**config.mk**
```make
export PLATFORM = sky130hd
export DESIGN_NAME = sprite_bouncer
export DESIGN_NICKNAME = d
export VERILOG_FILES = /design/src/rtl/sprite_bouncer.sv
export SDC_FILE = /design/constraint.sdc
export NUM_CORES = 1
export LEC_CHECK = 0
export ABC_AREA = 1
export CORE_MARGIN = 4
export CORE_UTILIZATION = 31
export DETAILED_ROUTE_END_ITERATION = 8
export HOLD_SLACK_MARGIN = 0.1
export PLACE_DENSITY = 0.49
export SYNTH_ARGS = -nofsm -noshare
export SYNTH_HDL_FRONTEND = slang
export SYNTH_SLANG_ARGS = --single-unit
```
**constraint.sdc**
```tcl
create_clock -name pixel_clk_in -period 3.6 [get_ports pixel_clk_in]
set_clock_uncertainty 0.2 [all_clocks]
set_input_delay 0.72 -clock pixel_clk_in [delete_from_list [all_inputs] [get_ports pixel_clk_in]]
set_output_delay 0.72 -clock pixel_clk_in [all_outputs]
set_load 0.05 [all_outputs]
```
**src/rtl/sprite_bouncer.sv**
```systemverilog
// Bouncing-sprite compositor: NUM_SPRITES rectangles move once per frame and
// are overlaid on a background colour through a two-stage pixel pipeline.
module sprite_bouncer #(
  parameter int unsigned NUM_SPRITES = 4,
  parameter int unsigned SPRITE_W    = 64,
  parameter int unsigned SPRITE_H    = 64,
  parameter int unsigned H_ACTIVE    = 1024,
  parameter int unsigned V_ACTIVE    = 768,
  parameter int unsigned COLOR_W     = 12
) (
  input  logic                           pixel_clk_in,
  input  logic                           rst_in,
  input  logic [10:0]                    hcount_in,
  input  logic [9:0]                     vcount_in,
  input  logic                           hsync_in,
  input  logic                           vsync_in,
  input  logic                           blank_in,
  input  logic [3:0]                     speed_in,
  input  logic                           pause_in,
  input  logic [NUM_SPRITES*COLOR_W-1:0] sprite_color_in,
  input  logic [COLOR_W-1:0]             bg_color_in,
  output logic [COLOR_W-1:0]             pixel_out,
  output logic                           hsync_out,
  output logic                           vsync_out,
  output logic                           blank_out,
  output logic                           collision_out
);

  generate
    if (H_ACTIVE < NUM_SPRITES * (SPRITE_W + 8) || SPRITE_W > H_ACTIVE || SPRITE_H > V_ACTIVE)
    begin : g_bad_params
      $error("sprite_bouncer: sprite geometry does not fit the active area");
    end
  endgenerate

  localparam logic [11:0] MAX_X = 12'(H_ACTIVE - SPRITE_W);
  localparam logic [11:0] MAX_Y = 12'(V_ACTIVE - SPRITE_H);
  localparam logic [11:0] SW    = 12'(SPRITE_W);
  localparam logic [11:0] SH    = 12'(SPRITE_H);

  logic [10:0] x_q  [NUM_SPRITES];
  logic [10:0] x_d  [NUM_SPRITES];
  logic [9:0]  y_q  [NUM_SPRITES];
  logic [9:0]  y_d  [NUM_SPRITES];
  logic [NUM_SPRITES-1:0] dx_q, dx_d, dy_q, dy_d;

  logic [NUM_SPRITES-1:0] hit_d, hit_q;
  logic hs1_q, vs1_q, bl1_q;
  logic [COLOR_W-1:0] pixel_q, pixel_d;
  logic coll_q, coll_d;
  logic hs2_q, vs2_q, bl2_q;

  logic frame_tick, upd;
  logic [11:0] spd12, h12, v12;

  function automatic logic [11:0] next_pos(input logic [11:0] pos, input logic dir,
                                           input logic [11:0] spd, input logic [11:0] lim);
    if (dir) return (pos + spd >= lim) ? lim : pos + spd;
    else     return (pos <= spd) ? 12'd0 : pos - spd;
  endfunction

  function automatic logic next_dir(input logic [11:0] pos, input logic dir,
                                    input logic [11:0] spd, input logic [11:0] lim);
    if (dir) return !(pos + spd >= lim);
    else     return (pos <= spd);
  endfunction

  assign frame_tick = (hcount_in == 11'd0) && ({2'b0, vcount_in} == 12'(V_ACTIVE));
  // Zero speed must not flip a direction bit at a wall, so it disables the update outright.
  assign upd   = frame_tick && !pause_in && (speed_in != 4'd0);
  assign spd12 = {8'b0, speed_in};
  assign h12   = {1'b0, hcount_in};
  assign v12   = {2'b0, vcount_in};

  always_comb begin
    for (int unsigned i = 0; i < NUM_SPRITES; i++) begin
      x_d[i]  = x_q[i];
      y_d[i]  = y_q[i];
      dx_d[i] = dx_q[i];
      dy_d[i] = dy_q[i];
      if (upd) begin
        x_d[i]  = 11'(next_pos({1'b0, x_q[i]}, dx_q[i], spd12, MAX_X));
        dx_d[i] = next_dir({1'b0, x_q[i]}, dx_q[i], spd12, MAX_X);
        y_d[i]  = 10'(next_pos({2'b0, y_q[i]}, dy_q[i], spd12, MAX_Y));
        dy_d[i] = next_dir({2'b0, y_q[i]}, dy_q[i], spd12, MAX_Y);
      end
    end
  end

  always_comb begin
    hit_d = '0;
    for (int unsigned i = 0; i < NUM_SPRITES; i++) begin
      hit_d[i] = (h12 >= {1'b0, x_q[i]}) && (h12 < {1'b0, x_q[i]} + SW) &&
                 (v12 >= {2'b0, y_q[i]}) && (v12 < {2'b0, y_q[i]} + SH);
    end
  end

  always_comb begin
    logic       found;
    logic [3:0] cnt;
    found   = 1'b0;
    cnt     = '0;
    pixel_d = bg_color_in;
    for (int unsigned i = 0; i < NUM_SPRITES; i++) begin
      cnt = cnt + {3'b0, hit_q[i]};
      if (hit_q[i] && !found) begin
        pixel_d = sprite_color_in[i*COLOR_W +: COLOR_W];
        found   = 1'b1;
      end
    end
    coll_d = (cnt >= 4'd2) && !bl1_q;
    if (bl1_q) pixel_d = '0;
  end

  always_ff @(posedge pixel_clk_in or posedge rst_in) begin
    if (rst_in) begin
      for (int unsigned i = 0; i < NUM_SPRITES; i++) begin
        x_q[i]  <= 11'(i * (SPRITE_W + 8));
        y_q[i]  <= '0;
        dx_q[i] <= (i % 2 == 0);
        dy_q[i] <= 1'b1;
      end
    end else begin
      for (int unsigned i = 0; i < NUM_SPRITES; i++) begin
        x_q[i] <= x_d[i];
        y_q[i] <= y_d[i];
      end
      dx_q <= dx_d;
      dy_q <= dy_d;
    end
  end

  always_ff @(posedge pixel_clk_in or posedge rst_in) begin
    if (rst_in) begin
      hit_q   <= '0;
      hs1_q   <= 1'b0;
      vs1_q   <= 1'b0;
      bl1_q   <= 1'b0;
      pixel_q <= '0;
      coll_q  <= 1'b0;
      hs2_q   <= 1'b0;
      vs2_q   <= 1'b0;
      bl2_q   <= 1'b0;
    end else begin
      hit_q   <= hit_d;
      hs1_q   <= hsync_in;
      vs1_q   <= vsync_in;
      bl1_q   <= blank_in;
      pixel_q <= pixel_d;
      coll_q  <= coll_d;
      hs2_q   <= hs1_q;
      vs2_q   <= vs1_q;
      bl2_q   <= bl1_q;
    end
  end

  assign pixel_out     = pixel_q;
  assign collision_out = coll_q;
  assign hsync_out     = hs2_q;
  assign vsync_out     = vs2_q;
  assign blank_out     = bl2_q;

endmodule

```
==> qor.yml, run 1 <==
status: "completed"
crit_path_end_kind: "flip-flop"
cts_tree: "yes"
hold_buffers: 0
synthTopCellsByArea: "dfrtp_1, ha_1, nand2_1"
dpl.cell_count: 2959
synthMostInstantiatedCell: "nand2_1"
setup_viol: 0
syn_area_mm2: 0.0151
tns_ns: 0
insertion_delay_ns: 0.47
period_needed_ns: 3.12
nNetsFinal: 2673
grt_max_degree: 59
synth_ff_type: "dfrtp_1"
root_buffer: "clkbuf_16"
route.detailed.drc: 0
cts_resized: 0
synth_nets: 2570
area_delta_synth_final_pct: 16.3
start_util_pct: 31.5
ff2ff_path_depth: 6
worstPathArrival_ns: 3.27
place_hpwl_um: 39000
dieArea_mm2: 0.0522
fmax_mhz: 321
crit_path_frequent_cell: "nand2_1"
p_leak_nw: 8.67
rsz0062_at_grt: "no"
dr.first_iter.drc_count: 1065
grt_overflow_total: 0
die_w_um: 228
row_count: 80
coreArea_mm2: 0.0478
multiInputGateArea_mm2: 0.0107
total_power_mw: 3.86
cts.sinks: 115
antenna_found_initial: 2
grt_usage_pct: 19.4
synthesis.instances: 2260
max-slew-margin-rel_pct: 47.3
slowest_stage: "clkdlybuf4s50_1"
netlist.area_leader.share_pct: 16.8
worstSetupPathType: "in -> reg"
clock_path_buffers: 2
cts_made_buffers: 17
fin_cells: 2992
hold_viol: 0
register_area_mm2: 0.00290
vias_per_cell: 5.10
synth-edff-count: 0
start_kind: "input pin"
first_pass_iters: 5
slew_viol_final: 0
postCtsSetupRepairBufs: 0
crit_fanout: 10
wire_per_inst_um: 17.1
yosysTopAreaCell: "dfrtp_1"
min_path_cells: 0
holdCritPathClass: "reg -> reg"
gp_congestion: 0.899
grt_pass1_vias: 14800
ant_nets: 0
ys_warn_count: 0
powerDensity_mw_per_mm2: 220
wl_um: 51100
path_clk_slew_ns: 0.07
irDropWorstVdd_v: 0.000223
syn_avg_cell_area_um2: 6.67
holdWs_ns: 0.147
drive_gt1_share_pct: 7.83
slowest_delay_ns: 0.52
post-route-period-util_pct: 86.5
die_h_um: 228
synth_cell_types: 54
seq_area_frac_synth_pct: 19.2
vias: 15300
synth_top_cells_by_count: "nand2_1, nor2_1, inv_1, ha_1, nand3_1"
n_fill_cell: 5112
cp.required_ns: 3.76
io_pins: 107
ys_ff_latch: 115
tightest_slew_ns: 0.788
htree_levels: 4
cap_viol_max_count: 0
synthArstFlopShare_pct: 100
crit_chain: "clkdlybuf4s50_1 > inv_1 > buf_4 > ha_1 > inv_1 > nand2_1 > nand3_1 > nand2_1 > a21oi_1 > nor2_4 > nand3_2 > o21ai_1 > nand2_1"
grt_pass1_wl_um: 81200
port_buffers: 106
==> registers in the layout, indices dropped and copies added (netlist names), 4 cells and up <==
register and flops:
pixel_out 12, y_q 40, hit_q 4, dx_q 4, dy_q 4, x_q 44
==> stage by stage <==
step	area (um2)	utilization (%)	setup WS, ns
2_1_floorplan	15100	-	0.627
3_3_place_gp	17000	35.4	0.0615
3_5_place_dp	17000	35.4	0.0461
4_1_cts	17500	36.6	0.579
5_1_grt	17500	36.6	0.349
6_report	17500	36.6	0.484
==> final cells by class <==
| cell class | instances | area share (%) |
|---|---|---|
| Antenna cell | 1 | 0.0143 |
| Clock buffer | 17 | 2.43 |
| Clock inverter | 15 | 0.842 |
| Inverter | 281 | 6.05 |
| Multi-Input combinational cell | 1792 | 60.9 |
| Sequential cell | 115 | 16.5 |
| Tap cell | 615 | 4.39 |
| Timing Repair Buffer | 156 | 8.84 |
==> layout by cell type, fill, tap and decap left out, types with 41 or more instances in the layout <==
cell             instances
nand2_1                518
nor2_1                 258
inv_1                  250
ha_1                   202
nand3_1                184
a21oi_1                167
clkdlybuf4s50_1        106
nand4_1                102
dfrtp_1                101
o21ai_0                 88
xor2_1                  64
buf_4                   41
==> layer usage <==
layer | GRT usage [%] | vias to the layer above | wire (um)
li1 | - | 7726 | -
met1 | 26.7 | 7111 | 24500
met2 | 30.8 | 370 | 23000
met3 | 3.19 | 60 | 2420
met4 | 6.91 | 2 | 1260
met5 | 0 | - | 16
==> critical path: cells and delay by family <==
family,cells,cell delay [ns]
buffers and inverters,4,1.01
AO/OA/AOI/OAI,2,0.25
AND/OR/NAND/NOR,6,0.86
adder cells (fa/ha/maj),1,0.43
==> path summary, 6_finish.rpt <==
path	to	from	slack (ns)
max in group asynchronous	dx_q[0]$_DFFE_PP1P_	rst_in	2.30
min	vsync_out$_DFF_PP0_	vs1_q$_DFF_PP0_	0.15
max	x_q[40]$_DFFE_PP0P_	speed_in[2]	0.48
max reg2reg	pixel_out[10]$_DFF_PP0_	hit_q[0]$_DFF_PP0_	0.94
min in group asynchronous	blank_out$_DFF_PP0_	rst_in	0.30
min reg2reg	vsync_out$_DFF_PP0_	vs1_q$_DFF_PP0_	0.15
==> cell families (layout without fill, tap and decap cells) <==
kind of cell               after synthesis  count (layout)  synth area share [%]
and+or+nand+nor                       1164            1164                  34.7
buffers and inverters                  353             469                  9.90
AOI/OAI and AO/OA                      329             329                  12.4
adders and majority gates              219             219                  19.0
DFF                                    115             115                  19.2
xor gates and xnor gates                80              80                  4.75
other                                    0               1                     0
==> power by group <==
| part | internal (mW) | switching (mW) |
|---|---|---|
| Combinational | 0.319 | 0.464 |
| Clock | 0.965 | 0.795 |
| Sequential | 1.31 | 0.00496 |
| Total | 2.59 | 1.26 |
No activity file was read; power rests on OpenSTA's default activity.
==> run 2, diff against run 1 <==
==> constraint.sdc (replaced) <==
create_clock -name pixel_clk_in -period 2.8 [get_ports pixel_clk_in]
set_clock_uncertainty 0.2 [all_clocks]
set_input_delay 0.56 -clock pixel_clk_in [delete_from_list [all_inputs] [get_ports pixel_clk_in]]
set_output_delay 0.56 -clock pixel_clk_in [all_outputs]
set_load 0.05 [all_outputs]
==> qor.yml, run 2 (synthesis gave the netlist of run 1 again) <==
tns_ns: 0  # unchanged
min_path_cells: 0  # unchanged
cts.sinks: 115  # unchanged
setup_viol: 0  # unchanged
first_pass_iters: 6  # +1
port_buffers: 106  # unchanged
insertion_delay_ns: 0.48  # about the same
dr.first_iter.drc_count: 969  # -9.0%
grt_pass1_vias: 16000  # +8.1%
tightest_slew_ns: 0.760  # -0.0281 ns
root_buffer: "clkbuf_16"
coreArea_mm2: 0.0478  # unchanged
holdCritPathClass: "reg -> reg"
worstPathArrival_ns: 2.97  # -0.30 ns
max-slew-margin-rel_pct: 49.2  # +1.9 points
grt_use_met3_pct: 3.63  # +0.44 points
worstSetupPathType: "in -> reg"
row_count: 80  # unchanged
route.detailed.drc: 0  # unchanged
gp_congestion: 0.939  # +4.4%
irDropWorstVdd_v: 0.000317  # +42%
fmax_mhz: 362
grt_pass1_wl_um: 85300  # +5.1%
powerDensity_mw_per_mm2: 270  # +23%
area_delta_synth_final_pct: 30.3
r2r_setup_slack_ns: 0.16  # -0.78 ns
io_pins: 107  # unchanged
antenna_cells: 0  # -1
ant_nets: 0  # unchanged
holdWs_ns: 0.147  # -0.000131 ns
cts_made_buffers: 17  # unchanged
min-delay-start: "hs1_q$_DFF_PP0_"
max_flop_register: "x_q"
start_kind: "input pin"
antenna_found_initial: 0  # -2
rsz0062_at_grt: "yes"
die_w_um: 228  # unchanged
final_cell_mix: "nand2_1, buf_4, nor2_1"
crit_path_end_kind: "flip-flop"
grtUsageMet1_pct: 26.8  # +0.15 points
period_needed_ns: 2.76
cp.required_ns: 3.01  # -0.75 ns
slew_viol_final: 0  # unchanged
hold_viol: 0  # unchanged
grt_max_degree: 70  # +19%
dpl.cell_count: 3191  # +7.8%
p_leak_nw: 9.94  # +15%
total_power_mw: 5.30  # +37%
place_hpwl_um: 41400  # +6.3%
grt.busiest_layer: "met2"
cts_tree: "yes"
globalRouteMet2Util_pct: 33.7  # +2.9 points
setup_ws_ns: 0.0407  # -0.444 ns
vias: 16300  # +6.9%
grt_overflow_total: 0  # unchanged
dieArea_mm2: 0.0522  # unchanged
status: "completed"
min_to: "hsync_out$_DFF_PP0_"
post-route-period-util_pct: 98.5
nNetsFinal: 2912  # +8.9%
crit_fanout: 7  # -3
cap_viol_max_count: 0  # unchanged
drive_gt1_share_pct: 17.4  # +9.6 points
fin_cells: 3230  # +8.0%
wl_um: 53600  # +4.8%
ff2ff_path_depth: 8  # +2
clock_path_buffers: 2  # unchanged
htree_levels: 4  # unchanged
start_util_pct: 31.5  # unchanged
final_common_cell: "nand2_1"
pre_cts_ws_ns: -0.509  # -0.555 ns
wire_per_inst_um: 16.6  # -2.9%
vias_per_cell: 5.05  # -0.96%
r2r-end: "hit_q[2]$_DFF_PP0_"
path_clk_slew_ns: 0.06  # about the same
grt_usage_pct: 20.3  # +0.86 points
crit-reg2reg-launch: "x_q[18]$_DFFE_PP1P_"
die_h_um: 228  # unchanged
largest_reg_flops: 44  # unchanged
run 2: changes by cell type in the layout (fill, tap and decap cells not counted), moves of 3 or more:
cell | previous run | this run
a21oi_1 | 167 | 163
a21oi_2 | 2 | 6
buf_12 | 9 | 19
buf_4 | 41 | 268
ha_1 | 202 | 193
ha_2 | 0 | 8
nand2_1 | 518 | 514
nand2_4 | 4 | 7
nand3_1 | 184 | 181
nand3_2 | 7 | 10
nor2_1 | 258 | 253
nor2_2 | 7 | 12
o21ai_0 | 88 | 84
run 2: what timing repair did:
action                                  in CTS  in global routing
endpoints found under the setup margin       0                 90
resized for setup                            0                 43
hold buffers                                 1                  0
endpoints found under the hold margin        1                  0
setup buffers                                0                  5
run 2: through the flow:
| step | utilization, % | area (um2) |
|---|---|---|
| after floorplan | - | 15100 |
| after global placement | 39.3 | 18800 |
| after detailed placement | 39.3 | 18800 |
| after CTS | 40.6 | 19400 |
| after global routing | 41.0 | 19600 |
| final | 41.0 | 19600 |
run 2: metal layers:
layer	wire (um)	share of wire, %
met1	25300	47
met4	1230	2.3
met5	0	0
met2	24900	46
met3	2170	4.1
run 2: how the worst max path moves through the flow:
| stage | start | end | depth (start not counted) | slack (ns) |
|---|---|---|---|---|
| floorplan | speed_in[1] | x_q[0]$_DFFE_PP0P_ | 11 | 0.06 |
| global placement | speed_in[0] | x_q[9]$_DFFE_PP0P_ | 14 | -0.49 |
| finish | speed_in[3] | dy_q[3]$_DFFE_PP1P_ | 16 | 0.04 |
| detailed placement | speed_in[1] | x_q[31]$_DFFE_PP0P_ | 14 | -0.51 |
| CTS | speed_in[1] | x_q[9]$_DFFE_PP0P_ | 13 | 0.02 |
| global route | speed_in[3] | x_q[0]$_DFFE_PP0P_ | 14 | -0.09 |
run 2: area by class of cell:
| cell class | instances | area (um2) |
|---|---|---|
| fillers | 5064 | 28200 |
| multi-input cells | 1792 | 10800 |
| repair buffers | 395 | 3490 |
| flip-flops and latches | 115 | 2900 |
| inverters | 281 | 1070 |
| well taps | 615 | 769 |
| clock buffers | 17 | 425 |
| clock inverters | 15 | 195 |
run 2: power breakdown:
| group | total [mW] | internal (mW) | switching, mW |
|---|---|---|---|
| registers | 1.69 | 1.68 | 0.00706 |
| clock network | 2.44 | 1.43 | 1.01 |
| logic | 1.17 | 0.541 | 0.627 |
run 2: critical path, stage by stage:
cell             delay, ns
clkdlybuf4s50_1       0.52
inv_1                 0.10
buf_4                 0.19
ha_1                  0.36
inv_2                 0.12
nand2_1               0.07
nor2_1                0.12
nand3_2               0.11
nand2_1               0.13
nand2_2               0.07
xor2_2                0.19
nand2_4               0.11
nand2_2               0.09
nand3_2               0.10
nand2_1               0.08
inv_1                 0.04
==> run 3, diff against run 2 <==
--- a/config.mk
+++ b/config.mk
@@ -6,6 +6,7 @@
 export NUM_CORES = 1
 export LEC_CHECK = 0
 export ABC_AREA = 1
+export ABC_CLOCK_PERIOD_IN_PS = 2800
 export CORE_MARGIN = 4
 export CORE_UTILIZATION = 31
 export DETAILED_ROUTE_END_ITERATION = 8
==> constraint.sdc (replaced) <==
create_clock -name pixel_clk_in -period 2.8 [get_ports pixel_clk_in]
set_clock_uncertainty 0.2 [all_clocks]
set_input_delay 0.56 -clock pixel_clk_in [delete_from_list [all_inputs] [get_ports pixel_clk_in]]
set_output_delay 0.56 -clock pixel_clk_in [all_outputs]
set_load 0.1 [all_outputs]
==> qor.yml, run 3 (synthesis gave the netlist of run 1 again) <==
status: "completed"
holdCritPathClass: "reg -> reg"
rsz0062_at_grt: "yes"
n_fill_cell: 5027  # -0.73%
ant_nets: 0  # unchanged
dr.first_iter.drc_count: 1095  # +13%
crit_path_frequent_cell: "nand2_1"
total_power_mw: 5.34  # +0.86%
cts_made_buffers: 17  # unchanged
crit-reg2reg-launch: "x_q[6]$_DFFE_PP1P_"
wire_per_inst_um: 17.1  # +2.9%
root_buffer: "clkbuf_16"
place_area_mm2: 0.0186  # -1.1%
p_leak_nw: 9.83  # -1.1%
place_hpwl_um: 42000  # +1.4%
post-route-period-util_pct: 98.9  # +0.34 points
slew_viol_final: 0  # unchanged
worstSetupPathType: "in -> reg"
fmax_mhz: 361  # -0.34%
ff2ff_path_depth: 12  # +4
crit_chain: "clkdlybuf4s50_1 > inv_1 > buf_4 > ha_1 > buf_4 > a21oi_2 > o21ai_1 > nor2_2 > nand2_1 > nand2_1 > nand3_1 > o21ai_2 > nor2_1 > nand2_1 > nand2_1"
first_pass_iters: 7  # +1
path_clk_slew_ns: 0.07  # about the same
start_util_pct: 31.5  # unchanged
vias: 16300  # -0.031%
grtUsageMet1_pct: 28.0  # +1.2 points
area_delta_synth_final_pct: 28.9
powerDensity_mw_per_mm2: 275  # +2.0%
gp_congestion: 0.926  # -1.4%
max_flop_register: "x_q"
stdcell_area_mm2: 0.0194  # -1.1%
grt_usage_pct: 20.9  # +0.61 points
pre_cts_ws_ns: -0.563  # -0.0545 ns
register_area_mm2: 0.00290  # unchanged
setup_viol: 0  # unchanged
nNetsFinal: 2891  # -0.72%
antenna_found_initial: 0  # unchanged
globalRouteMet2Util_pct: 34.4  # +0.67 points
final_common_cell: "nand2_1"
clock_path_buffers: 2  # unchanged
grt_overflow_total: 0  # unchanged
grt.busiest_layer: "met2"
min_to: "vsync_out$_DFF_PP0_"
min-delay-start: "vs1_q$_DFF_PP0_"
cts_tree: "yes"
port_buffers: 106  # unchanged
insertion_delay_ns: 0.50  # +0.02 ns
r2r-end: "hit_q[3]$_DFF_PP0_"
crit_path_end_kind: "flip-flop"
drive_gt1_share_pct: 17.5  # +0.026 points
tns_ns: 0  # unchanged
setup_ws_ns: 0.0312  # -0.00951 ns
die_h_um: 228  # unchanged
tightest_slew_ns: 0.790  # +0.0305 ns
crit_fanout: 4  # -3
slowest_stage: "clkdlybuf4s50_1"
route.detailed.drc: 0  # unchanged
grt_pass1_vias: 16100  # +0.32%
worstPathArrival_ns: 2.96  # about the same
hold_viol: 0  # unchanged
die_w_um: 228  # unchanged
row_count: 80  # unchanged
r2r_setup_slack_ns: 0.17  # about the same
final_cell_mix: "nand2_1, buf_4, nor2_1"
cts.sinks: 115  # unchanged
cp.required_ns: 2.99  # -0.02 ns
cap_viol_max_count: 0  # unchanged
start_kind: "input pin"
grt_pass1_wl_um: 87600  # +2.7%
period_needed_ns: 2.77  # +0.00951 ns
coreArea_mm2: 0.0478  # unchanged
hold_buffers: 0  # -1
grt_use_met3_pct: 4.00  # +0.37 points
io_pins: 107  # unchanged
htree_levels: 4  # unchanged
max-slew-margin-rel_pct: 47.2  # -2.0 points
largest_reg_flops: 44  # unchanged
slowest_delay_ns: 0.53  # about the same
vias_per_cell: 5.09  # +0.62%
antenna_cells: 0  # unchanged
grt_max_degree: 71  # +1.4%
irDropWorstVdd_v: 0.000402  # +27%
multiInputGateArea_mm2: 0.0108  # +0.22%
min_path_cells: 0  # unchanged
dieArea_mm2: 0.0522  # unchanged
wl_um: 54800  # +2.2%
-- run 3: where the power goes --
part	switching, mW	internal [mW]
combinational	0.701	0.523
sequential	0.00696	1.68
clock	1.08	1.35
-- run 3: layout make-up --
type                       instances  share of cell area [%]
timing repair buffer             373                    16.8
multi-input combinational       1793                    55.7
inverter                         281                    5.51
clock inverter                    15                   0.934
clock buffer                      17                    2.19
tap                              615                    3.96
sequential                       115                    14.9
-- run 3: stage by stage --
step,utilization [%],instances,hold slack (ns)
2_1_floorplan,-,2260,0.131
3_3_place_gp,38.9,3173,0.132
3_5_place_dp,38.9,3173,0.136
4_1_cts,40.2,3205,0.152
5_1_grt,40.6,3209,0.154
6_report,40.6,3209,0.148
-- run 3: timing repair --
action                                  in CTS  in global routing
pin swaps                                    0                  8
resized for setup                            1                 41
cloned                                       0                  2
endpoints found under the setup margin       2                 85
setup buffers                                0                  2
-- run 3: how the worst max path moves through the flow --
stage | start | end | slack [ns] | cells after the start
6_report | speed_in[3] | y_q[16]$_DFFE_PP0P_ | 0.03 | 15
5_1_grt | speed_in[3] | y_q[20]$_DFFE_PP0P_ | -0.11 | 18
4_1_cts | speed_in[0] | x_q[9]$_DFFE_PP0P_ | 0.005 | 14
3_5_place_dp | speed_in[0] | y_q[16]$_DFFE_PP0P_ | -0.56 | 15
3_3_place_gp | speed_in[0] | y_q[16]$_DFFE_PP0P_ | -0.57 | 15
2_1_floorplan | speed_in[1] | x_q[0]$_DFFE_PP0P_ | 0.06 | 11
-- run 3: worst max-delay path, delay by kind of cell --
family | cells | cell delay [ns]
adder cells (fa/ha/maj) | 1 | 0.35
buffers and inverters | 4 | 0.95
AO/OA/AOI/OAI | 3 | 0.48
AND/OR/NAND/NOR | 7 | 0.60
-- run 3: per-layer routing --
metal / routed length, um / up-vias / part of all wire [%]
li1: - / 8182 / -
met1: 25700 / 7657 / 47
met2: 25200 / 402 / 46
met3: 2600 / 79 / 4.7
met4: 1250 / 0 / 2.3
met5: 0 / - / 0
